### config.mk
export PLATFORM = sky130hd
export DESIGN_NAME = day10_machine_scheduler
export DESIGN_NICKNAME = d
export VERILOG_FILES = /design/src/rtl/day10_machine_scheduler.sv
export SDC_FILE = /design/constraint.sdc
export NUM_CORES = 1
export LEC_CHECK = 0
export CAP_MARGIN = 0
export CORE_ASPECT_RATIO = 1.5
export CORE_MARGIN = 4
export CORE_UTILIZATION = 57
export DETAILED_ROUTE_END_ITERATION = 16
export DONT_BUFFER_PORTS = 1
export PLACE_DENSITY = 0.75
export SETUP_SLACK_MARGIN = 0.1
export SYNTH_ARGS = -nofsm -noshare
export SYNTH_HDL_FRONTEND = slang
export SYNTH_SLANG_ARGS = --single-unit
### constraint.sdc
create_clock -name clk -period 4.78 [get_ports clk]
set_input_delay 1.195 -clock clk [delete_from_list [all_inputs] [get_ports clk]]
set_output_delay 1.195 -clock clk [all_outputs]
set_load 0.05 [all_outputs]
### src/rtl/day10_machine_scheduler.sv
// Dispatches parsed machine records from a reader to a pool of solver slots
// in round-robin order and accumulates the returned press counts.
module day10_machine_scheduler #(
  parameter int unsigned NUM_SOLVERS = 2,
  parameter int unsigned PRESS_W     = 8,
  parameter int unsigned RESULT_W    = 32,
  parameter int unsigned COUNT_W     = 16
) (
  input  logic                           clk,
  input  logic                           rst,
  input  logic                           go,
  output logic                           reader_start,
  input  logic                           reader_ready,
  input  logic                           end_of_input,
  output logic [NUM_SOLVERS-1:0]         load,
  input  logic [NUM_SOLVERS-1:0]         solver_done,
  input  logic [NUM_SOLVERS*PRESS_W-1:0] solver_presses,
  output logic [RESULT_W-1:0]            total,
  output logic                           total_valid,
  output logic [COUNT_W-1:0]             machine_count,
  output logic                           busy
);

  localparam int unsigned IDX_W = (NUM_SOLVERS > 1) ? $clog2(NUM_SOLVERS) : 1;

  typedef enum logic [2:0] {
    S_IDLE,
    S_ISSUE,
    S_WAIT_READ,
    S_DRAIN,
    S_DONE
  } state_t;

  state_t                 state_q, state_d;
  logic [NUM_SOLVERS-1:0] slot_busy_q, slot_busy_d;
  logic [RESULT_W-1:0]    total_q, total_d;
  logic [COUNT_W-1:0]     count_q, count_d;
  logic [IDX_W-1:0]       ptr_q, ptr_d;
  logic [IDX_W-1:0]       tgt_q, tgt_d;

  logic [RESULT_W-1:0]    done_sum;
  logic [IDX_W-1:0]       sel_idx;
  logic                   sel_found;
  int unsigned            probe;

  always_ff @(posedge clk) begin
    if (rst) begin
      state_q     <= S_IDLE;
      slot_busy_q <= '0;
      total_q     <= '0;
      count_q     <= '0;
      ptr_q       <= '0;
      tgt_q       <= '0;
    end else begin
      state_q     <= state_d;
      slot_busy_q <= slot_busy_d;
      total_q     <= total_d;
      count_q     <= count_d;
      ptr_q       <= ptr_d;
      tgt_q       <= tgt_d;
    end
  end

  always_comb begin
    state_d      = state_q;
    slot_busy_d  = slot_busy_q & ~solver_done;
    count_d      = count_q;
    ptr_d        = ptr_q;
    tgt_d        = tgt_q;
    reader_start = 1'b0;
    load         = '0;
    done_sum     = '0;
    sel_idx      = '0;
    sel_found    = 1'b0;
    probe        = 0;

    // Completions from busy slots only; spurious dones on free slots add nothing.
    for (int unsigned i = 0; i < NUM_SOLVERS; i++) begin
      if (slot_busy_q[i] && solver_done[i]) begin
        done_sum = done_sum + RESULT_W'(solver_presses[i*PRESS_W +: PRESS_W]);
      end
    end
    total_d = total_q + done_sum;

    // Registered busy bits are searched, so a slot freed this cycle waits one cycle.
    for (int unsigned k = 0; k < NUM_SOLVERS; k++) begin
      probe = 32'(ptr_q) + k;
      if (probe >= NUM_SOLVERS) begin
        probe = probe - NUM_SOLVERS;
      end
      if (!sel_found && !slot_busy_q[probe]) begin
        sel_found = 1'b1;
        sel_idx   = IDX_W'(probe);
      end
    end

    case (state_q)
      S_IDLE, S_DONE: begin
        if (go) begin
          state_d = S_ISSUE;
          total_d = '0;
          count_d = '0;
          ptr_d   = '0;
        end
      end
      S_ISSUE: begin
        if (end_of_input) begin
          state_d = S_DRAIN;
        end else if (sel_found) begin
          reader_start = 1'b1;
          tgt_d        = sel_idx;
          state_d      = S_WAIT_READ;
        end
      end
      S_WAIT_READ: begin
        if (reader_ready) begin
          for (int unsigned i = 0; i < NUM_SOLVERS; i++) begin
            if (IDX_W'(i) == tgt_q) begin
              load[i]        = 1'b1;
              slot_busy_d[i] = 1'b1;
            end
          end
          count_d = count_q + COUNT_W'(1);
          ptr_d   = (tgt_q == IDX_W'(NUM_SOLVERS - 1)) ? '0 : tgt_q + IDX_W'(1);
          state_d = S_ISSUE;
        end
      end
      S_DRAIN: begin
        if (slot_busy_d == '0) begin
          state_d = S_DONE;
        end
      end
      default: state_d = S_IDLE;
    endcase

    // Strobes are decoded from state, so suppress them while reset is held.
    if (rst) begin
      reader_start = 1'b0;
      load         = '0;
    end
  end

  assign total         = total_q;
  assign machine_count = count_q;
  assign total_valid   = !rst && (state_q == S_DONE);
  assign busy          = !rst && (state_q != S_IDLE) && (state_q != S_DONE);

endmodule

==> results of run 1 <==
[flip-flops by register name (all words and copies together), names as in the netlist]
signal / count
slot_busy_q: 2
ptr_q: 1
machine_count: 16
tgt_q: 1
state_q: 3
total: 32
[worst max path at each step]
stage                                 start  slack (ns)  cells after the start              endpoint
final                     solver_presses[0]        0.43                     17  total[23]$_SDFF_PP0_
after global routing      solver_presses[0]        0.14                     17  total[23]$_SDFF_PP0_
after CTS                 solver_presses[0]        0.42                     17  total[23]$_SDFF_PP0_
after detailed placement  solver_presses[0]        0.10                     17  total[23]$_SDFF_PP0_
after global placement    solver_presses[0]        0.21                     16  total[17]$_SDFF_PP0_
after floorplan              solver_done[0]        0.11                     19  total[19]$_SDFF_PP0_
[layout make-up]
class / instances / share of cell area (%)
multi-input combinational: 308 / 60.2
clock inverter: 2 / 1.10
sequential: 55 / 31.3
clock buffer: 6 / 2.35
tap: 70 / 2.49
inverter: 13 / 1.39
timing repair buffer: 4 / 1.21
[kinds of logic after synthesis]
kind of cell	Yosys count
adder cells (fa/ha/maj)	20
multiplexers	2
buffers and inverters	29
AO/OA/AOI/OAI	76
AND/OR/NAND/NOR	164
flip-flops	55
XOR/XNOR	46
[cells in the final DEF, fill, tap and decap left out, types with 5 or more instances in the layout]
cell type  count
dfxtp_1       55
nand3b_1       5
ha_1          16
nand2_1       30
xor2_1        15
nor2_1        57
inv_1         13
o21ai_0       14
nand3_1        8
nor3b_2        6
nor3_2         6
o21ai_1       10
a211oi_1       6
a21oi_1       16
a21o_1         6
xnor2_1       31
nor3_1         7
and3_1        15
clkbuf_8       6
[worst register-to-register path, cell delays in order (launching register included)]
cell and delay, ns:
dfxtp_1 0.58, and2_1 0.26, nand2_1 0.09, inv_1 0.10
ha_1 0.24, a21o_1 0.21, maj3_1 0.41, a31oi_1 0.14
o21ai_1 0.10, xnor2_1 0.14, o21ai_1 0.09, ha_1 0.42
and4_1 0.27, o21a_1 0.15, a21oi_2 0.08, buf_12 0.16
nor4b_2 0.31, xnor2_1 0.15, nor2_1 0.06
[through the flow]
stage | utilization, % | cells | setup WS (ns) | hold slack [ns] | instance area (um^2)
detailed placement | 61.4 | 450 | 0.104 | 0.500 | 3400
floorplan | - | 392 | 0.106 | 0.455 | 3330
global route | 63.6 | 458 | 0.142 | 0.555 | 3520
finish | 63.6 | 458 | 0.428 | 0.526 | 3520
global placement | 61.4 | 450 | 0.208 | 0.482 | 3400
CTS | 63.6 | 458 | 0.421 | 0.525 | 3520
[layer usage]
metal	vias to the layer above	share of wire [%]
met4	0	2.1
li1	1357	-
met2	80	52
met3	11	5.8
met5	-	0
met1	1237	40
[Yosys cell counts, drive strengths merged (3+ instances only)]
cell type	instances
nor3b	6
xnor2	31
nor3	13
nand3	9
and3	16
and4	3
ha	16
a221oi	3
nor2	57
nand2	31
inv	13
nand4	4
dfxtp	55
clkbuf	9
buf	7
o21ai	24
a21oi	17
or3	3
a31oi	4
nand3b	5
nor4b	4
xor2	15
a21o	6
nor2b	4
a211oi	7
[power groups by stage]
stage	clock (uW)	sequential [uW]	combinational (uW)
2_1_floorplan	0	479	63.8
3_3_place_gp	0	485	66.6
3_5_place_dp	0	485	67.8
4_1_cts	335	474	68.1
5_1_grt	354	476	75.3
6_report	329	474	67.8
==> run_results.csv, run 1 <==
group,metric,value,unit
global_routing,globalRouteTotalUtil,20.1,%
final_layout,antennaDiodeCount,0,
cts,clk_pin_slew,0.10,ns
logic_synthesis,synth_top_area_share,33.4,%
route,ant_nets,0,
global_routing,grt_use_met3,4.07,%
die,die_h,101,um
power,powerDensity,248,nW/um^2
logic_synthesis,synth.area.mux_share,0.645,%
sta,fin_skew,0.00548,ns
min_path,worstHoldPathType,"flop to flop",
die,die_x,70.1,um
cts,cts.sinks,55,
worst_setup_path,cp.required,4.97,ns
cts,insertion_delay,0.31,ns
global_routing,grt_overflow,0,
worst_setup_path,path_cells,"and3_1, ha_1, fa_2, maj3_1, a31oi_1, o21ai_1, a21oi_1, xor2_1, o21ai_1, ha_1, and4_1, o21a_1, a21oi_2, buf_12, nor4b_2, xnor2_1, nor2_1",
global_routing,grt_pass1_wl,11.9,mm
logic_synthesis,synthArstFlopShare,0,%
cts,numCtsBuffers,5,
final_layout,multiInputGateArea,2120,um^2
power,pwr-share-comb,7.8,%
min_path,holdPathEnd,"ptr_q$_SDFFE_PP0P_",
worst_setup_path,r2r.worst_path.cells,18,
sta,period_minus_slack,4.35,ns
placement,gp_congestion,0.880,
logic_synthesis,synthXorXnorAreaFrac,12.2,%
logic_synthesis,synth_edf_count,0,
logic_synthesis,netlist_area,3300,um^2
sta,worst_pin_slew,0.914,ns
worst_setup_path,cp_max_fo,12,
power,swShare,24.5,%
power,clkPwrFrac,37.8,%
power,p_seq_share,54.4,%
power,switching_power,214,uW
cts,cts_setup_buffers,0,
sta,final_max_slew_viol_count,0,
sta,hold_viol_final,0,
min_path,min_from,"ptr_q$_SDFFE_PP0P_",
power,internal_power,658,uW
worst_setup_path,worst_setup_path_end_kind,"flop",
final_layout,ff_latch_area,1100,um^2
cts,holdBufCountCts,0,
logic_synthesis,ys.flop_type,"dfxtp_1",
logic_synthesis,ys_seq_elements,55,
logic_synthesis,synthDistinctLibCells,58,
sta,rsz0062_at_grt,"no",
flow_run,cap_violations,0,
route,drc_errors,0,
route,routed_via_density,5.86,
worst_setup_path,cp_slowest_cell,"fa_2",
cts,cts_resized,0,
sta,final.setup.tns,0,ns
cts,h-tree-depth,2,
final_layout,fill_cells,489,
logic_synthesis,synth_fa_ha_area_share,7.89,%
sta,max_freq,230,MHz
route,dr.pass1.iters,4,
worst_setup_path,critPathLaunchType,"input pin",
die,io_pins,76,
logic_synthesis,synth_top_family_by_area,"simple AND/OR/NAND/NOR gates",
final_layout,final_layout_size_suffix_gt1_share,10.6,%
global_routing,met2_usage,38.3,%
die,dieArea,7090,um^2
logic_synthesis,synth_area_leader_cell,"dfxtp_1",
logic_synthesis,yosys_warnings,0,
placement,hpwl,5.25,mm
placement,placement.io_buffers,0,
final_layout,fin_nets,428,
cts,cts_buffer_depth,2,
logic_synthesis,synth-compound-area-share,14.4,%
global_routing,antenna_found_initial,0,
worst_setup_path,arrival,4.54,ns
worst_setup_path,r2r_slack,0.71,ns
logic_synthesis,synth-simple-area-share,27.8,%
route,drtIter0Drc,122,
run_status,status,"completed",
die,core_area,5530,um^2
worst_setup_path,critPathTopFamily,"adder cells",
global_routing,grt_use_met1,21.9,%
worst_setup_path,reg2reg_to,"total[23]$_SDFF_PP0_",
route,routed_wirelength,6.97,mm
cts,cts_tree,"yes",
logic_synthesis,ys_top_cells_by_area,"dfxtp_1 33%, xnor2_1 8.2%, nor2_1 6.5%",
min_path,hold_depth,2,
logic_synthesis,synth_nets,433,
worst_setup_path,cpPeakStageDelay,0.38,ns
worst_setup_path,critical_path_class,"input pin to flop",
power,p_leak,0.00129,uW
sta,setup_viol,0,
worst_setup_path,critPathBufInv,1,
global_routing,grt.busiest_layer,"met2",
final_layout,area_growth,6.71,%
global_routing,grt_pass1_vias,2686,
logic_synthesis,synth-seq-area-share,33.4,%
sta,finalCritPeriodShare,91.1,%
cts,root_buffer,"clkbuf_8",
route,vias,2685,
route,wl_per_cell,15.2,um
logic_synthesis,syn_inst,392,
logic_synthesis,avgSynthCellArea,8.42,um^2
global_routing,grt_max_degree,47,
die,start_util,59.6,%
sta,relSlewSlack,38.8,%
power,peakVddDrop,0.246,mV
power,total_power,871,uW
worst_setup_path,r2r_start,"slot_busy_q[0]$_SDFF_PP0_",
die,rows,33,
Note: power is estimated with default switching activity, not from simulation.
==> inputs of run 2 (changes only) <==
--- a/config.mk
+++ b/config.mk
@@ -11,7 +11,7 @@
 export CORE_UTILIZATION = 57
 export DETAILED_ROUTE_END_ITERATION = 16
 export DONT_BUFFER_PORTS = 1
-export PLACE_DENSITY = 0.75
+export PLACE_DENSITY_LB_ADDON = 0.08
 export SETUP_SLACK_MARGIN = 0.1
 export SYNTH_ARGS = -nofsm -noshare
 export SYNTH_HDL_FRONTEND = slang
==> run 2 against run 1 <==
Compared with the run above:
- flip-flop and latch count unchanged
- sequential power about the same
- clock skew about the same
- via count up 0.37%
- cell count unchanged
- combinational power about the same
- cell area down 0.18%
- routed wire length up 0.76%
- count of clock-buffer cells in the layout down 1
- sequential share of layout area up 0.056 points
- largest cell class unchanged
- largest power group unchanged
==> run_results.csv, run 2 (synthesis gave the netlist of run 1 again) <==
group,metric,value,unit
cts,numCtsBuffers,5,
placement,hpwl,5.25,mm
route,drtIter0Drc,72,
sta,fin_skew,0.00591,ns
worst_setup_path,reg2reg_to,"total[31]$_SDFF_PP0_",
power,switching_power,222,uW
sta,final.setup.tns,0,ns
die,dieArea,7090,um^2
die,start_util,59.6,%
route,routed_wirelength,7.02,mm
cts,clk_pin_slew,0.11,ns
run_status,status,"completed",
final_layout,final_layout_size_suffix_gt1_share,10.8,%
sta,hold_viol_final,0,
power,total_power,816,uW
die,core_area,5530,um^2
final_layout,antennaDiodeCount,0,
worst_setup_path,critPathLaunchType,"input pin",
final_layout,design_area,3510,um^2
die,die_h,101,um
global_routing,grt_pass1_wl,11.8,mm
min_path,holdPathEnd,"ptr_q$_SDFFE_PP0P_",
power,p_seq_share,58.2,%
global_routing,antenna_found_initial,0,
placement,gp_congestion,0.869,
final_layout,largest_register_ffs,32,
cts,cts_buffer_depth,2,
final_layout,layout_common_cells,"57 x nor2_1, 55 x dfxtp_1, 31 x xnor2_1",
global_routing,grt_pass1_vias,2622,
cts,cts_tree,"yes",
final_layout,final_util,63.5,%
sta,finalCritPeriodShare,92.5,%
placement,post_dp_cell_area,3410,um^2
sta,setup_viol,0,
sta,rsz0062_at_grt,"no",
final_layout,mostFrequentLayoutCell,"nor2_1",
placement,placement.io_buffers,0,
worst_setup_path,arrival,4.62,ns
worst_setup_path,cp.required,4.98,ns
power,p_leak,0.00128,uW
final_layout,fin_nets,428,
sta,worst_slack,0.358,ns
route,wl_per_cell,15.3,um
min_path,min_from,"ptr_q$_SDFFE_PP0P_",
cts,h-tree-depth,2,
worst_setup_path,r2r.worst_path.cells,18,
sta,max_freq,226,MHz
worst_setup_path,r2r_start,"slot_busy_q[0]$_SDFF_PP0_",
min_path,hold_depth,2,
final_layout,area_growth,6.52,%
worst_setup_path,cp_max_fo,13,
cts,holdBufCountCts,0,
sta,relSlewSlack,36.2,%
flow_run,cap_violations,0,
die,io_pins,76,
placement,pre_cts_ws,0.0383,ns
power,peakVddDrop,0.193,mV
sta,final_max_slew_viol_count,0,
cts,cts.sinks,55,
sta,period_minus_slack,4.42,ns
die,die_x,70.1,um
global_routing,globalRouteTotalUtil,20.1,%
power,internal_power,594,uW
sta,worst_pin_slew,0.952,ns
power,clkPwrFrac,33.5,%
die,rows,33,
power,pwr-share-comb,8.3,%
cts,root_buffer,"clkbuf_8",
route,drc_errors,0,
route,vias,2695,
worst_setup_path,critical_path_class,"input pin to flop",
cts,insertion_delay,0.31,ns
global_routing,grt_max_degree,47,
route,routed_via_density,5.88,
power,swShare,27.2,%
worst_setup_path,r2r_slack,0.68,ns
power,powerDensity,232,nW/um^2
route,dr.pass1.iters,4,
global_routing,grt_overflow,0,
worst_setup_path,worst_setup_path_end_kind,"flop",
route,ant_nets,0,
min_path,worstHoldPathType,"flop to flop",
-- run 2: changes by cell type in the layout (fill, tap and decap cells not counted) --
cell / previous run / this run
buf_12: 1 / 2
buf_4: 3 / 2
bufinv_16: 1 / 0
clkbuf_8: 6 / 5
clkinvlp_4: 0 / 1
inv_8: 0 / 1
nor4b_1: 1 / 0
nor4b_2: 3 / 4
-- run 2: layer usage --
layer  global-route usage, %  wire (um)  up-vias
met3                    6.36        439       12
met1                    21.6       2770     1274
met4                    6.05        102        0
li1                        -          -     1357
met5                       0          0        -
met2                    37.5       3720       52
-- run 2: worst max-delay path by stage --
stage / startpoint / cells past startpoint / end / slack, ns
finish: solver_presses[0] / 18 / total[26]$_SDFF_PP0_ / 0.36
CTS: solver_presses[0] / 17 / total[17]$_SDFF_PP0_ / 0.37
detailed placement: solver_presses[0] / 17 / total[17]$_SDFF_PP0_ / 0.04
global route: solver_presses[0] / 18 / total[26]$_SDFF_PP0_ / 0.11
global placement: solver_presses[0] / 17 / total[17]$_SDFF_PP0_ / 0.11
floorplan: solver_done[0] / 19 / total[19]$_SDFF_PP0_ / 0.11
-- run 2: power by group through the flow --
stage,logic (uW),registers [uW],clock network [uW]
finish,67.7,475,274
global route,75.1,477,294
CTS,68.1,475,283
detailed placement,67.8,485,0
global placement,67.3,485,0
floorplan,63.8,479,0
-- run 2: critical path, stage by stage --
cell	delay, ns
and3_1	0.17
ha_1	0.22
fa_2	0.38
maj3_1	0.38
a31oi_1	0.18
o21ai_1	0.09
a21oi_1	0.19
xor2_1	0.17
o21ai_1	0.08
ha_1	0.38
buf_4	0.15
nand2_1	0.04
o21ai_0	0.22
a221oi_2	0.12
buf_12	0.16
nor4b_2	0.27
xnor2_1	0.15
nor2_1	0.06
-- run 2: layout make-up --
class                      count  area [um^2]
fill                         478         2020
clock buffer                   5         68.8
timing repair buffer           4         55.1
inverter                      13         48.8
sequential                    55         1100
multi-input combinational    308         2130
tap                           70         87.6
clock inverter                 3         27.5
-- run 2: repair_timing --
item,4_1_cts,5_1_grt
setup endpoints to repair,0,1
buffers inserted,0,0
gates resized for setup,0,1
-- run 2: metrics by stage --
| step | instances | hold slack [ns] |
|---|---|---|
| floorplan | 392 | 0.455 |
| global placement | 450 | 0.483 |
| detailed placement | 450 | 0.493 |
| CTS | 458 | 0.517 |
| global route | 458 | 0.561 |
| finish | 458 | 0.513 |
==> inputs of run 3 (changes only) <==
--- a/config.mk
+++ b/config.mk
@@ -8,7 +8,7 @@
 export CAP_MARGIN = 0
 export CORE_ASPECT_RATIO = 1.5
 export CORE_MARGIN = 4
-export CORE_UTILIZATION = 57
+export CORE_UTILIZATION = 47
 export DETAILED_ROUTE_END_ITERATION = 16
 export DONT_BUFFER_PORTS = 1
 export PLACE_DENSITY_LB_ADDON = 0.08
==> run 3 against run 2 <==
Compared with the run above:
- clock skew is 0.0079 ns higher
- routed wire length is 0.63% higher
- count of clock-buffer cells in the layout is 1 higher
- fmax is 0.46% higher
- via count is 2.2% lower
- flip-flop and latch count stayed put
- die area is 19% higher
- total power is 0.96% lower
- critical path type unchanged
- largest cell class unchanged
==> run_results.csv, run 3 (synthesis gave the netlist of run 1 again) <==
group,metric,value,unit
run_status,status,"completed",
global_routing,grt_use_met3,6.28,%
sta,final.setup.tns,0,ns
global_routing,grt_use_met1,18.7,%
global_routing,grt_max_degree,47,
global_routing,antenna_found_initial,0,
flow_run,cap_violations,0,
sta,final_max_slew_viol_count,0,
final_layout,mostFrequentLayoutCell,"nor2_1",
global_routing,met2_usage,31.0,%
worst_setup_path,cp.required,4.98,ns
worst_setup_path,worst_setup_path_end_kind,"flop",
route,dr.pass1.iters,4,
worst_setup_path,cp_slowest_cell,"ha_1",
route,wl_per_cell,15.2,um
final_layout,final_layout_size_suffix_gt1_share,10.3,%
cts,insertion_delay,0.32,ns
die,dieArea,8450,um^2
die,die_x,76.4,um
route,drc_errors,0,
worst_setup_path,cpPeakStageDelay,0.39,ns
global_routing,grt_pass1_vias,2625,
placement,placement.io_buffers,0,
global_routing,grt_overflow,0,
sta,setup_viol,0,
sta,hold_viol_final,0,
final_layout,largest_register_ffs,32,
die,start_util,48.2,%
cts,h-tree-depth,2,
route,routed_via_density,5.66,
global_routing,grt.busiest_layer,"met2",
sta,fin_skew,0.0138,ns
cts,root_buffer,"clkbuf_8",
route,ant_nets,0,
cts,cts_buffer_depth,2,
global_routing,grt_pass1_wl,12.3,mm
final_layout,area_growth,6.41,%
cts,cts_tree,"yes",
sta,worst_pin_slew,0.923,ns
sta,hold_slack,0.530,ns
global_routing,globalRouteTotalUtil,17.3,%
worst_setup_path,cp_max_fo,13,
sta,period_minus_slack,4.40,ns
route,drtIter0Drc,108,
cts,cts_setup_buffers,0,
worst_setup_path,critPathLaunchType,"input pin",
die,core_area,6850,um^2
min_path,worstHoldPathType,"flop to flop",
worst_setup_path,arrival,4.60,ns
die,die_h,111,um
placement,gp_congestion,0.899,
power,powerDensity,230,nW/um^2
sta,relSlewSlack,38.1,%
sta,max_freq,227,MHz
worst_setup_path,path_cells,"and3_1, ha_1, fa_2, maj3_1, a31oi_1, o21ai_1, a21oi_1, xor2_1, o21ai_1, ha_1, and4_1, o21a_1, a21oi_2, buf_12, nor4b_1, xnor2_1, nor2_1",
die,rows,37,
sta,rsz0062_at_grt,"no",
cts,cts_resized,0,
final_layout,fin_nets,428,
worst_setup_path,critical_path_class,"input pin to flop",
power,peakVddDrop,0.181,mV
power,p_leak,0.00128,uW
route,vias,2636,
cts,cts.sinks,55,
final_layout,antennaDiodeCount,0,
die,io_pins,76,
placement,hpwl,5.28,mm
cts,clk_pin_slew,0.11,ns
route,routed_wirelength,7.07,mm
final_layout,layout_common_cells,"57 x nor2_1, 55 x dfxtp_1, 31 x xnor2_1",
cts,numCtsBuffers,5,
cts,holdBufCountCts,0,
sta,finalCritPeriodShare,92.1,%
## run 3: final cells by class
cell class | instances | area, um^2
sequential | 55 | 1100
multi-input combinational | 308 | 2120
clock inverter | 2 | 16.3
inverter | 13 | 48.8
tap | 78 | 97.6
fill | 707 | 3340
timing repair buffer | 4 | 55.1
clock buffer | 6 | 72.6
## run 3: final timing paths
check,from,endpoint,slack [ns],cells past startpoint
worst min-delay path,tgt_q$_SDFFE_PP0P_,tgt_q$_SDFFE_PP0P_,0.53,2
worst max-delay path,solver_presses[0],total[17]$_SDFF_PP0_,0.38,17
worst min register to register,tgt_q$_SDFFE_PP0P_,tgt_q$_SDFFE_PP0P_,0.53,2
worst max register to register,slot_busy_q[0]$_SDFF_PP0_,total[17]$_SDFF_PP0_,0.59,18
## run 3: where the power goes
group | total (uW) | switching, uW | internal [uW] | leakage, uW
clock | 266 | 160 | 106 | 0.0000418
sequential | 475 | 12.6 | 462 | 0.000443
combinational | 67.1 | 44.3 | 22.8 | 0.000791
total | 808 | 217 | 591 | 0.00128
## run 3: critical path, delay by kind of cell
kind            cells  cell delay, ns
simple gates        4            0.83
xor+xnor            2            0.33
compound gates      6            0.74
fa+ha+maj           4            1.35
buf+inv             1            0.16
## run 3: per-layer routing
metal  share of wire [%]  up-vias
met5                   0        -
met1                  41     1216
met4                 1.7        0
met3                 6.6        8
li1                    -     1364
met2                  51       48
## run 3: stage by stage
step / worst slack [ns] / power [uW] / area (um^2) / util, % / instances
5_1_grt: 0.135 / 849 / 3510 / 51.2 / 466
3_5_place_dp: 0.0291 / 553 / 3420 / 49.9 / 458
4_1_cts: 0.371 / 822 / 3510 / 51.2 / 466
2_1_floorplan: 0.106 / 542 / 3330 / - / 392
6_report: 0.378 / 808 / 3510 / 51.2 / 466
3_3_place_gp: 0.0936 / 553 / 3420 / 49.9 / 458
